$ cat config.mk
export PLATFORM = sky130hd
export DESIGN_NAME = flash_rd_arbiter_flat
export DESIGN_NICKNAME = d
export VERILOG_FILES = /design/src/rtl/flash_rd_arbiter_if.sv /design/src/rtl/flash_rd_arbiter.sv /design/src/flat_wrapper.sv
export SDC_FILE = /design/constraint.sdc
export NUM_CORES = 1
export LEC_CHECK = 0
export CAP_MARGIN = 15
export CORE_ASPECT_RATIO = 0.75
export CORE_MARGIN = 2
export CORE_UTILIZATION = 51
export DETAILED_ROUTE_END_ITERATION = 10
export DONT_BUFFER_PORTS = 1
export PLACE_DENSITY = 0.67
export RECOVER_POWER = 50
export SLEW_MARGIN = 15
export SYNTH_ARGS = -nofsm -noshare
export SYNTH_HDL_FRONTEND = slang
export SYNTH_SLANG_ARGS = --single-unit
$ cat constraint.sdc
create_clock -name i_clk -period 2.82 [get_ports i_clk]
set_clock_uncertainty 0.1 [all_clocks]
set_input_delay 0.141 -clock i_clk [delete_from_list [all_inputs] [get_ports i_clk]]
set_output_delay 0.141 -clock i_clk [all_outputs]
set_load 0.01 [all_outputs]
$ cat src/rtl/flash_rd_arbiter_if.sv
// Request/acknowledge bus shared by the two read ports of flash_rd_arbiter.
// master: the requesting side; slave: the arbiter.
interface flash_rd_arbiter_if;
    logic        i_req0;
    logic [23:0] i_adr0;
    logic        o_ack0;
    logic        i_req1;
    logic [23:0] i_adr1;
    logic        o_ack1;
    logic [31:0] o_rdata;
    logic        o_busy;

    modport master (
        output i_req0, i_adr0, i_req1, i_adr1,
        input  o_ack0, o_ack1, o_rdata, o_busy
    );

    modport slave (
        input  i_req0, i_adr0, i_req1, i_adr1,
        output o_ack0, o_ack1, o_rdata, o_busy
    );
endinterface

$ cat src/rtl/flash_rd_arbiter.sv
// Two-port round-robin arbiter issuing SPI flash word reads (mode 0, 0x03 read).
// Define FLASH_FAST_READ_EN to use 0x0B with 8 dummy clocks instead.
module flash_rd_arbiter #(
    parameter int unsigned CLK_DIV = 2,
    parameter int unsigned CS_GAP  = 4
) (
    input  logic                i_clk,
    input  logic                i_rst,
    flash_rd_arbiter_if.slave   bus,
    output logic                o_flash_ss,
    output logic                o_flash_sck,
    output logic                o_flash_mosi,
    input  logic                i_flash_miso
);

`ifdef FLASH_FAST_READ_EN
    localparam logic [7:0] RD_CMD = 8'h0B;
`else
    localparam logic [7:0] RD_CMD = 8'h03;
`endif

    typedef enum logic [2:0] {IDLE, CMD, ADDR, DUMMY, DATA, DONE, GAP} state_t;

    state_t      state, state_next;
    logic [7:0]  div_cnt;
    logic [7:0]  gap_cnt;
    logic [4:0]  bit_cnt;
    logic [4:0]  last_bit;
    logic [31:0] tx;
    logic [31:0] rx;
    logic [31:0] rdata;
    logic        ack0, ack1;
    logic        ss, sck;
    logic        grant, ptr, win, any_req;
    logic        shifting, tick, rise, fall, phase_end;

    always_comb begin
        any_req  = bus.i_req0 | bus.i_req1;
        win      = (bus.i_req0 && bus.i_req1) ? ptr : bus.i_req1;
        shifting = (state == CMD) || (state == ADDR) || (state == DUMMY) || (state == DATA);
        tick     = (div_cnt == 8'(CLK_DIV - 1));
        rise     = shifting && tick && !sck;
        fall     = shifting && tick && sck;
        case (state)
            CMD:     last_bit = 5'd7;
            ADDR:    last_bit = 5'd23;
            DUMMY:   last_bit = 5'd7;
            DATA:    last_bit = 5'd31;
            default: last_bit = 5'd0;
        endcase
        phase_end = fall && (bit_cnt == last_bit);
    end

    always_comb begin
        state_next = state;
        case (state)
            IDLE:  if (any_req) state_next = CMD;
            CMD:   if (phase_end) state_next = ADDR;
`ifdef FLASH_FAST_READ_EN
            ADDR:  if (phase_end) state_next = DUMMY;
`else
            ADDR:  if (phase_end) state_next = DATA;
`endif
            DUMMY: if (phase_end) state_next = DATA;
            DATA:  if (phase_end) state_next = DONE;
            DONE:  state_next = GAP;
            GAP:   if (gap_cnt == 8'(CS_GAP - 1)) state_next = IDLE;
            default: state_next = IDLE;
        endcase
    end

    always_ff @(posedge i_clk) begin
        if (i_rst) state <= IDLE;
        else       state <= state_next;
    end

    // Command and address form one 32-bit shift word; MOSI is its MSB and
    // zeros shift in behind it, so MOSI is 0 during dummy, data and idle.
    always_ff @(posedge i_clk) begin
        if (i_rst) begin
            ss      <= 1'b1;
            sck     <= 1'b0;
            tx      <= '0;
            rx      <= '0;
            rdata   <= '0;
            ack0    <= 1'b0;
            ack1    <= 1'b0;
            grant   <= 1'b0;
            ptr     <= 1'b0;
            div_cnt <= '0;
            bit_cnt <= '0;
            gap_cnt <= '0;
        end else begin
            ack0 <= 1'b0;
            ack1 <= 1'b0;
            case (state)
                IDLE: begin
                    if (any_req) begin
                        grant   <= win;
                        tx      <= {RD_CMD, win ? bus.i_adr1 : bus.i_adr0};
                        ss      <= 1'b0;
                        sck     <= 1'b0;
                        div_cnt <= '0;
                        bit_cnt <= '0;
                    end
                end
                CMD, ADDR, DUMMY, DATA: begin
                    if (tick) begin
                        div_cnt <= '0;
                        sck     <= ~sck;
                        if (rise && state == DATA) rx <= {rx[30:0], i_flash_miso};
                        if (fall) begin
                            tx      <= {tx[30:0], 1'b0};
                            bit_cnt <= phase_end ? 5'd0 : bit_cnt + 5'd1;
                        end
                        // Flash bytes arrive in address order; swap to little-endian.
                        if (phase_end && state == DATA) begin
                            rdata <= {rx[7:0], rx[15:8], rx[23:16], rx[31:24]};
                            ack0  <= ~grant;
                            ack1  <= grant;
                        end
                    end else begin
                        div_cnt <= div_cnt + 8'd1;
                    end
                end
                DONE: begin
                    ss      <= 1'b1;
                    ptr     <= ~grant;
                    gap_cnt <= '0;
                end
                GAP: gap_cnt <= gap_cnt + 8'd1;
                default: ;
            endcase
        end
    end

    assign o_flash_ss   = ss;
    assign o_flash_sck  = sck;
    assign o_flash_mosi = tx[31];
    assign bus.o_ack0   = ack0;
    assign bus.o_ack1   = ack1;
    assign bus.o_rdata  = rdata;
    assign bus.o_busy   = (state != IDLE);

endmodule
$ cat src/flat_wrapper.sv
// flat-port wrapper written by rule: the top's interface ports become plain ports
module flash_rd_arbiter_flat 
#(
    parameter int unsigned CLK_DIV = 2,
    parameter int unsigned CS_GAP  = 4
)
  (i_clk, i_rst, o_flash_ss, o_flash_sck, o_flash_mosi, i_flash_miso, bus_i_req0, bus_i_adr0, bus_i_req1, bus_i_adr1, bus_o_ack0, bus_o_ack1, bus_o_rdata, bus_o_busy);
  flash_rd_arbiter_if bus_i ();
  input  logic i_clk;
  input  logic i_rst;
  output logic o_flash_ss;
  output logic o_flash_sck;
  output logic o_flash_mosi;
  input  logic i_flash_miso;
  input wire logic [$bits(bus_i.i_req0)-1:0] bus_i_req0;
  input wire logic [$bits(bus_i.i_adr0)-1:0] bus_i_adr0;
  input wire logic [$bits(bus_i.i_req1)-1:0] bus_i_req1;
  input wire logic [$bits(bus_i.i_adr1)-1:0] bus_i_adr1;
  output wire logic [$bits(bus_i.o_ack0)-1:0] bus_o_ack0;
  output wire logic [$bits(bus_i.o_ack1)-1:0] bus_o_ack1;
  output wire logic [$bits(bus_i.o_rdata)-1:0] bus_o_rdata;
  output wire logic [$bits(bus_i.o_busy)-1:0] bus_o_busy;
  assign bus_i.i_req0 = bus_i_req0;
  assign bus_i.i_adr0 = bus_i_adr0;
  assign bus_i.i_req1 = bus_i_req1;
  assign bus_i.i_adr1 = bus_i_adr1;
  assign bus_o_ack0 = bus_i.o_ack0;
  assign bus_o_ack1 = bus_i.o_ack1;
  assign bus_o_rdata = bus_i.o_rdata;
  assign bus_o_busy = bus_i.o_busy;
  flash_rd_arbiter #(.CLK_DIV(CLK_DIV), .CS_GAP(CS_GAP)) u_core (.i_clk(i_clk), .i_rst(i_rst), .bus(bus_i), .o_flash_ss(o_flash_ss), .o_flash_sck(o_flash_sck), .o_flash_mosi(o_flash_mosi), .i_flash_miso(i_flash_miso));
endmodule
==> out/qor.yml, run 1 <==
detailed_routing:
  detailedRoute.firstIterationViolations: 272
  routed_wirelength_mm: 11.87
  routed_wire_length_per_instance_um: 14.28
  dr.pass1.iters: 5
  antenna_violating_nets_post_route: 0
  remaining_drc_errors: 0
  detail_route.vias_per_cell: 5.406
  detailroute.via_count: 4492
global_routing:
  grt_max_degree: 120
  vias_in_the_first_global_route: 4020
  grt_antenna_before_repair: 0
  grt_pass1_wl_mm: 19.23
  globalRoute.totalOverflow: 0
  grt_util_all_layers: 0.1973
power_and_ir_drop:
  total_power_consumption_mw: 6.100
  p_leak_nw: 2.351
  pwr_density_cell_nw_per_um2: 910.8
  peakVddDrop_uv: 524.0
yosys:
  yosys.cell_types.count: 60
  postSynthNetCount: 719
  post_synth_inst_count: 660
  async_flop_share: 0
  synth.ff_latch_count: 126
  synth_ff_type: "dfxtp_1"
  warning_count_from_the_yosys_run: 0
  syn_area_per_cell_um2: 8.635
  cell_area_after_synthesis_um2: 5699
  synth_seq_area_share: 0.4426
  number_of_enable_flip_flop_cells_after_synthesis: 0
cells_and_area:
  share_of_layout_cells_above_drive_strength_1: 0.1302
  filler_cell_count: 912
  diodes: 0
  post_layout_net_count: 737
  layout-area-overhead-vs-synth_pct: 17.52
  layout.core_utilization: 0.6144
  multi_input_area_um2: 2922
  final_area_um2: 6698
  sequential_cell_area_um2: 2525
  layout.cells.non_filler: 831
placement:
  place_inst: 762
  place_congestion: 0.7900
  preCtsSetupSlack_ns: 0.5331
  buffer_ports.inserted: 0
  post-dp-hpwl_mm: 6.885
  dpl-instance-area_um2: 5731
timing:
  finalWorstPathRequiredPeriod_ns: 2.689
  timing.final.hold_violations: 1
  final.setup.worst_slack_ns: 0.1310
  worst_slew_pin_slew_ns: 0.6436
  fin_tns_setup_ns: 0
  fmaxAchievable_mhz: 371.9
  finalSetupViolCount: 0
  slew_headroom: 0.5709
  setup_repair_after_global_routing_missed_its_margin: "no"
  finalMaxSlewViolations: 0
  final_min_period_over_clock_period: 0.9535
  finalHoldWorstSlack_ns: -0.002972
clock_network:
  path_clk_slew_ns: 0.06
  tritoncts.num_buffers: 17
  cts_tree: "done"
  ctsHtreeMaxLevel: 4
  clock-sinks: 126
  worst_skew_pair.late_latency_ns: 0.41
  root_buffer: "clkbuf_16"
  cts-root-to-sink-buffers: 2
setup_path:
  setup.worst_path.start_class: "flop"
  critPathMaxStageDelay_ns: 0.59
  critical_path_arrival_ns: 2.88
  critical_path_peak_fanout: 32
  cell_type_of_the_slowest_stage_on_the_worst_timing_path: "dfxtp_1"
  critical_path_class: "reg -> reg"
  worst-endpoint-required_ns: 3.01
  end_kind: "flop"
  cp_cell_sequence: "nand4_1 > a2111o_1 > buf_4 > nand2_1 > a21oi_2 > dlygate4sd3_1"
floorplan:
  start_util: 0.5228
  floorplan.die.width_um: 126.1
  core-area_um2: 10900
  num_io_pins: 91
  area_of_the_die_um2: 12050
  die_height_um: 95.55
  core.rowCount: 33
hold_path:
  min-delay-path-class: "in -> reg"
status:
  outcome: "finished with violations"
  failed_checks: "hold timing"
run:
  cap_violations: 0
-- final timing paths --
check / from / to / slack [ns] / cells past startpoint
worst max-delay path: u_core.o_flash_sck$_SDFFE_PP0P_ / u_core.bus.o_rdata[0]$_SDFFE_PP0P_ / 0.13 / 6
worst min-delay path: bus_i_adr0[14] / u_core.tx[14]$_SDFFE_PP0P_ / -0.003 / 3
worst max register to register: u_core.o_flash_sck$_SDFFE_PP0P_ / u_core.bus.o_rdata[0]$_SDFFE_PP0P_ / 0.13 / 6
worst min register to register: u_core.tx[6]$_SDFFE_PP0P_ / u_core.tx[6]$_SDFFE_PP0P_ / 0.35 / 2
-- critical path, delay by kind of cell (launching register included) --
family                 cells  cell delay (ns)
flip-flops                 1             0.59
AO/OA/AOI/OAI              2             0.51
buffers and inverters      2             0.81
AND/OR/NAND/NOR            2             0.55
-- final cells by class --
class	count	share of cell area
multi-input cells	481	0.4362
flip-flops and latches	126	0.3770
inverters	5	0.002802
repair buffers	47	0.06856
clock buffers	18	0.06557
clock inverters	14	0.02372
well taps	140	0.02615
-- flip-flops by register name, indices dropped and copies added (netlist names), 3 cells and up --
register,cells
u_core.bit_cnt,5
u_core.bus.o_rdata,32
u_core.div_cnt,8
u_core.gap_cnt,8
u_core.rx,32
u_core.state,3
u_core.tx,32
-- power breakdown --
part	switching, mW	internal (mW)	total (mW)	leakage [nW]
clock	0.836	1.34	2.18	0.293
combinational	1.02	0.706	1.73	1.04
sequential	0.193	2.00	2.20	1.02
-- cells in the mapped netlist, types with 4 or more instances --
cell      count  area, um^2
nand2_1     161       604.3
dfxtp_1     126        2522
a21oi_1      68       340.3
nor2_1       59       221.5
mux2i_1      32       320.3
a21oi_2      30       262.8
a211o_1      24       210.2
clkbuf_1     22       82.58
buf_2        18       90.09
nor3_1       10       50.05
and2_1        7       43.79
buf_6         6       67.56
ha_1          6       75.07
nand4_1       6       37.54
xor2_1        6       52.55
a211oi_1      5       37.54
inv_1         5       18.77
nand3_1       4       20.02
or3_1         4       25.02
-- timing repair --
action                     CTS  global route
gates resized for setup      0             5
buffers inserted             0             0
setup endpoints to repair    0             3
hold buffers                37             0
hold endpoints to repair   118             0
-- cell families (layout without fill, tap and decap cells) --
| group | Yosys count | after routing | synth area share |
|---|---|---|---|
| muxes | 32 | 32 | 0.05620 |
| and+or+nand+nor | 282 | 282 | 0.2266 |
| adders and majority gates | 6 | 6 | 0.01317 |
| DFF | 126 | 126 | 0.4426 |
| xor gates and xnor gates | 9 | 9 | 0.01515 |
| buffers and inverters | 53 | 84 | 0.04742 |
| AOI/OAI and AO/OA | 152 | 152 | 0.1989 |
-- routing by layer --
metal / wire length [um] / global-route usage / up-vias / share of wire
met4: 132 / 0.06319 / 0 / 0.011
met5: 0 / 0 / - / 0
met1: 5806 / 0.2588 / 2084 / 0.49
met2: 5283 / 0.3118 / 97 / 0.45
met3: 644 / 0.06285 / 10 / 0.054
li1: - / - / 2301 / -
-- layout by cell type, fill, tap and decap left out, drive strengths merged, types with 3 or more instances in the layout --
master,count
and2,7
nand4,6
dfxtp,126
ha,6
a211oi,5
nand2,163
or2,3
a22oi,3
xnor2,3
a2111oi,3
clkbuf,23
mux2i,32
nor2,59
clkinv,7
xor2,6
a21oi,98
nand3b,4
dlygate4sd3,36
nand4b,3
nand3,5
inv,9
buf,6
a211o,24
or4,3
nor3,12
or3,4
(Power assumes the default switching activity.)
==> run 2: changes to the inputs <==
REMOVE_ABC_BUFFERS = 1   (was unset)
==> out/qor.yml, run 2 (synthesized netlist as in run 1, its figures left out) <==
setup_path:
  end_kind: "flop"
  worst_path_dominant_cell_family: "buffers and inverters"
  critical_path_arrival_ns: 2.85  # -0.03 ns
  worst-endpoint-required_ns: 3.02  # about the same
  critPathMaxStageDelay_ns: 0.54  # -0.05 ns
  critical_path_peak_fanout: 32  # unchanged
  cp_cell_sequence: "inv_1 > ha_1 > nor4b_4 > nand3_2 > a2111o_1 > buf_4 > nand2_1 > a21oi_1 > dlygate4sd3_1"
  critical_path.n_buffers_inverters: 3  # +1
  cell_type_of_the_slowest_stage_on_the_worst_timing_path: "dlygate4sd3_1"
  setup.worst_path.start_class: "flop"
  critical_path_class: "reg -> reg"
cells_and_area:
  layout.core_utilization: 0.6134  # -0.001033
  filler_cell_count: 953  # +4.5%
  sequential_cell_area_um2: 2526  # about the same
  layout.cells.non_filler: 833  # +0.24%
  post_layout_net_count: 739  # +0.27%
  mostFrequentLayoutCells: "161 x nand2_1, 123 x dfxtp_1, 68 x a21oi_1"
  share_of_layout_cells_above_drive_strength_1: 0.1313  # +0.001067
  multi_input_area_um2: 2892  # -1.0%
  most_common_library_cell_in_the_layout_ignoring_fill_and_taps: "nand2_1"
  diodes: 0  # unchanged
  layout-area-overhead-vs-synth_pct: 17.32
timing:
  final.setup.worst_slack_ns: 0.1651  # +0.03414 ns
  finalWorstPathRequiredPeriod_ns: 2.655  # -0.03414 ns
  slew_headroom: 0.5137  # -0.05721
  timing.final.hold_violations: 3  # +2
  fmaxAchievable_mhz: 376.7  # +1.3%
  final_min_period_over_clock_period: 0.9414  # -0.01211
  setup_repair_after_global_routing_missed_its_margin: "no"
  finalHoldWorstSlack_ns: -0.009390  # -0.006418 ns
  finalSetupViolCount: 0  # unchanged
  worst_slew_pin_slew_ns: 0.7280  # +0.08441 ns
  finalMaxSlewViolations: 0  # unchanged
clock_network:
  root_buffer: "clkbuf_16"
  ctsHtreeMaxLevel: 4  # unchanged
  path_clk_slew_ns: 0.06  # about the same
  clock-sinks: 126  # unchanged
  cts_tree: "done"
  cts-root-to-sink-buffers: 2  # unchanged
  tritoncts.num_buffers: 17  # unchanged
  worst_skew_pair.late_latency_ns: 0.41  # about the same
power_and_ir_drop:
  cell_internal_pwr_mw: 4.006  # -1.1%
  combinational_cell_fraction_of_total_power: 0.295  # +0.012
  peakVddDrop_uv: 486.4  # -7.2%
  netSwitchingFraction: 0.3400  # +0.003942
  pwr_density_cell_nw_per_um2: 907.8  # -0.33%
  p_leak_nw: 2.357  # +0.26%
  power_switching_mw: 2.064  # +0.67%
  power_frac_seq: 0.362  # +0.002
  power.clock.fraction: 0.343  # -0.014
placement:
  post-dp-hpwl_mm: 7.023  # +2.0%
  place_congestion: 0.8122  # +2.8%
  preCtsSetupSlack_ns: 0.5308  # -0.002300 ns
  buffer_ports.inserted: 0  # unchanged
  place_inst: 762  # unchanged
global_routing:
  vias_in_the_first_global_route: 4215  # +4.9%
  grt_util_all_layers: 0.1992  # +0.001873
  globalRoute.totalOverflow: 0  # unchanged
  grt_antenna_before_repair: 0  # unchanged
  grt_max_degree: 117  # -2.5%
  grt_pass1_wl_mm: 19.56  # +1.7%
detailed_routing:
  routed_wirelength_mm: 12.02  # +1.2%
  dr.pass1.iters: 5  # unchanged
  detailedRoute.firstIterationViolations: 311  # +14%
  routed_wire_length_per_instance_um: 14.42  # +1.0%
  remaining_drc_errors: 0  # unchanged
  antenna_violating_nets_post_route: 0  # unchanged
  detailroute.via_count: 4583  # +2.0%
  detail_route.vias_per_cell: 5.502  # +1.8%
floorplan:
  core-area_um2: 10900  # unchanged
  floorplan.die.width_um: 126.1  # unchanged
  core.rowCount: 33  # unchanged
  die_height_um: 95.55  # unchanged
  num_io_pins: 91  # unchanged
  start_util: 0.5228  # unchanged
  area_of_the_die_um2: 12050  # unchanged
hold_path:
  min-delay-path-class: "in -> reg"
status:
  outcome: "finished with violations"
  failed_checks: "hold timing"
run:
  cap_violations: 0  # unchanged
run 2: cell count changes in the layout (fill, tap and decap cells not counted), moves of 2 or more:
cell / before / now
clkinvlp_4: 1 / 3
clkbuf_2: 3 / 0
buf_4: 4 / 7
a2111oi_4: 3 / 1
buf_12: 0 / 2
clkinv_4: 5 / 3
inv_6: 3 / 5
run 2: worst paths after layout:
path,startpoint,end,slack [ns],depth (start not counted)
setup / recovery,u_core.div_cnt[1]$_SDFFE_PP0P_,u_core.bus.o_rdata[24]$_SDFFE_PP0P_,0.17,9
setup reg to reg,u_core.div_cnt[1]$_SDFFE_PP0P_,u_core.bus.o_rdata[24]$_SDFFE_PP0P_,0.17,9
hold / removal,bus_i_adr1[20],u_core.tx[20]$_SDFFE_PP0P_,-0.009,3
hold reg to reg,u_core.tx[21]$_SDFFE_PP0P_,u_core.tx[21]$_SDFFE_PP0P_,0.36,2
run 2: power groups by stage:
stage	logic (mW)	registers [mW]	clock network (mW)
2_1_floorplan	1.36	2.19	0
3_3_place_gp	1.69	2.21	0
3_5_place_dp	1.74	2.23	0
4_1_cts	1.83	2.19	2.12
5_1_grt	1.99	2.23	2.21
6_report	1.79	2.20	2.08
run 2: cell type report:
cell class              count  share of cell area
inverters                   5            0.002807
flip-flops and latches    126              0.3778
repair buffers             49             0.07522
clock buffers              18             0.06568
multi-input cells         481              0.4324
clock inverters            14             0.01984
well taps                 140             0.02620
run 2: tightest hold or removal path: stages:
cell and delay, ns:
mux2i_1 0.13, a211o_1 0.13, a21oi_1 0.05
run 2: metrics by stage:
step	total power, mW	TNS [ns]	cell area, um^2
6_report	6.070	0	6686
3_3_place_gp	3.905	0	5743
3_5_place_dp	3.963	0	5743
5_1_grt	6.430	0	6686
2_1_floorplan	3.548	-26.41	5448
4_1_cts	6.141	0	6703
run 2: metal layers:
metal / routed length, um / global-route usage
met5: 0 / 0
met1: 5601 / 0.2543
met4: 141 / 0.06777
met3: 513 / 0.04938
met2: 5759 / 0.3329
run 2: repair_timing:
item / CTS / global route
hold endpoints to repair: 118 / 0
buffers inserted: 0 / 2
setup endpoints to repair: 0 / 1
resized for setup: 0 / 5
hold buffers: 37 / 0
==> run 3: changes to the inputs <==
CAP_MARGIN = 0   (was 15)
RECOVER_POWER = unset   (was 50)
==> out/qor.yml, run 3 (synthesized netlist as in run 1, its figures left out) <==
detailed_routing:
  detailedRoute.firstIterationViolations: 333  # +7.1%
  remaining_drc_errors: 0  # unchanged
  routed_wirelength_mm: 11.99  # -0.20%
  detail_route.vias_per_cell: 5.498  # about the same
  detailroute.via_count: 4580  # -0.065%
  routed_wire_length_per_instance_um: 14.39  # -0.20%
  antenna_violating_nets_post_route: 0  # unchanged
  dr.pass1.iters: 7  # +2
cells_and_area:
  filler_cell_count: 946  # -0.73%
  share_of_layout_cells_above_drive_strength_1: 0.1385  # +0.007215
  mostFrequentLayoutCells: "160 x nand2_1, 123 x dfxtp_1, 68 x a21oi_1"
  multi_input_area_um2: 2927  # +1.2%
  layout.cells.non_filler: 833  # unchanged
  post_layout_net_count: 739  # unchanged
  most_common_library_cell_in_the_layout_ignoring_fill_and_taps: "nand2_1"
  diodes: 0  # unchanged
  sequential_cell_area_um2: 2526  # unchanged
  layout-area-overhead-vs-synth_pct: 18.07
clock_network:
  worst_skew_pair.late_latency_ns: 0.41  # about the same
  cts-root-to-sink-buffers: 2  # unchanged
  root_buffer: "clkbuf_16"
  path_clk_slew_ns: 0.06  # about the same
  cts_tree: "done"
  clock-sinks: 126  # unchanged
  tritoncts.num_buffers: 17  # unchanged
  ctsHtreeMaxLevel: 4  # unchanged
floorplan:
  start_util: 0.5228  # unchanged
  floorplan.die.width_um: 126.1  # unchanged
  area_of_the_die_um2: 12050  # unchanged
  core.rowCount: 33  # unchanged
  die_height_um: 95.55  # unchanged
  num_io_pins: 91  # unchanged
  core-area_um2: 10900  # unchanged
timing:
  finalMaxSlewViolations: 0  # unchanged
  finalHoldWorstSlack_ns: -0.01170  # -0.002311 ns
  slew_headroom: 0.6078  # +0.09406
  finalWorstPathRequiredPeriod_ns: 2.652  # -0.003004 ns
  fmaxAchievable_mhz: 377.1  # +0.11%
  worst_slew_pin_slew_ns: 0.5883  # -0.1397 ns
  timing.final.hold_violations: 3  # unchanged
  final_min_period_over_clock_period: 0.9404  # -0.001065
  finalSetupViolCount: 0  # unchanged
  setup_repair_after_global_routing_missed_its_margin: "no"
  final.setup.worst_slack_ns: 0.1681  # +0.003004 ns
placement:
  buffer_ports.inserted: 0  # unchanged
  place_inst: 762  # unchanged
  preCtsSetupSlack_ns: 0.5308  # unchanged
  post-dp-hpwl_mm: 7.023  # unchanged
  place_congestion: 0.8122  # unchanged
setup_path:
  critical_path_class: "reg -> reg"
  critical_path_peak_fanout: 32  # unchanged
  end_kind: "flop"
  setup.worst_path.start_class: "flop"
  worst-endpoint-required_ns: 3.01  # about the same
  critical_path_arrival_ns: 2.85  # about the same
global_routing:
  grt_max_degree: 117  # unchanged
  vias_in_the_first_global_route: 4215  # unchanged
  globalRoute.totalOverflow: 0  # unchanged
  grt_pass1_wl_mm: 19.56  # unchanged
  grt_antenna_before_repair: 0  # unchanged
  grt_util_all_layers: 0.1992  # unchanged
run:
  cap_violations: 0  # unchanged
hold_path:
  min-delay-path-class: "in -> reg"
status:
  outcome: "finished with violations"
  failed_checks: "hold timing"
power_and_ir_drop:
  pwr_density_cell_nw_per_um2: 908.1  # about the same
  p_leak_nw: 2.367  # +0.43%
  peakVddDrop_uv: 486.5  # about the same
run 3: area by class of cell:
type,count,area share
Multi-Input combinational cell,481,0.4349
Sequential cell,126,0.3754
Timing Repair Buffer,49,0.07586
Clock buffer,18,0.06527
Tap cell,140,0.02603
Clock inverter,14,0.01971
Inverter,5,0.002789
run 3: layer usage:
layer	GRT usage	vias to the layer above	wire length, um
li1	-	2313	-
met1	0.2543	2166	5570
met2	0.3329	90	5809
met3	0.04938	11	475
met4	0.06777	0	136
met5	0	-	0
run 3: worst max-delay path, stage by stage, from the launching register on:
cell and delay (ns):
dfxtp_1 0.37, inv_1 0.08, ha_1 0.14, nor4b_4 0.30
nand3_2 0.17, a2111o_1 0.42, buf_4 0.25, nand2_1 0.11
a21oi_1 0.06, dlygate4sd3_1 0.54
run 3: per-stage QoR:
step | setup TNS, ns | total power, mW | cell area (um^2) | util
6_report | 0 | 6.111 | 6729 | 0.6173
5_1_grt | 0 | 6.474 | 6729 | 0.6173
4_1_cts | 0 | 6.141 | 6703 | 0.6149
3_5_place_dp | 0 | 3.963 | 5743 | 0.5269
3_3_place_gp | 0 | 3.905 | 5743 | 0.5269
2_1_floorplan | -26.41 | 3.548 | 5448 | -
run 3: power by group:
group          switching [mW]  internal (mW)  leakage, nW  total [mW]
clock                   0.831           1.25        0.274        2.08
combinational            1.06          0.775         1.07        1.83
sequential              0.195           2.00         1.02        2.20
total                    2.08           4.03         2.37        6.11
run 3: path summary, 6_finish.rpt:
path | slack (ns) | startpoint | end | cells past startpoint
worst max-delay path | 0.17 | u_core.div_cnt[1]$_SDFFE_PP0P_ | u_core.bus.o_rdata[24]$_SDFFE_PP0P_ | 9
worst max register to register | 0.17 | u_core.div_cnt[1]$_SDFFE_PP0P_ | u_core.bus.o_rdata[24]$_SDFFE_PP0P_ | 9
worst min register to register | 0.36 | u_core.tx[21]$_SDFFE_PP0P_ | u_core.tx[21]$_SDFFE_PP0P_ | 2
worst min-delay path | -0.01 | bus_i_adr1[5] | u_core.tx[5]$_SDFFE_PP0P_ | 3
run 3: what timing repair did:
item	CTS	global route
resized for setup	0	5
hold endpoints to repair	118	0
setup buffers	0	2
hold buffers	37	0
setup endpoints to repair	0	1
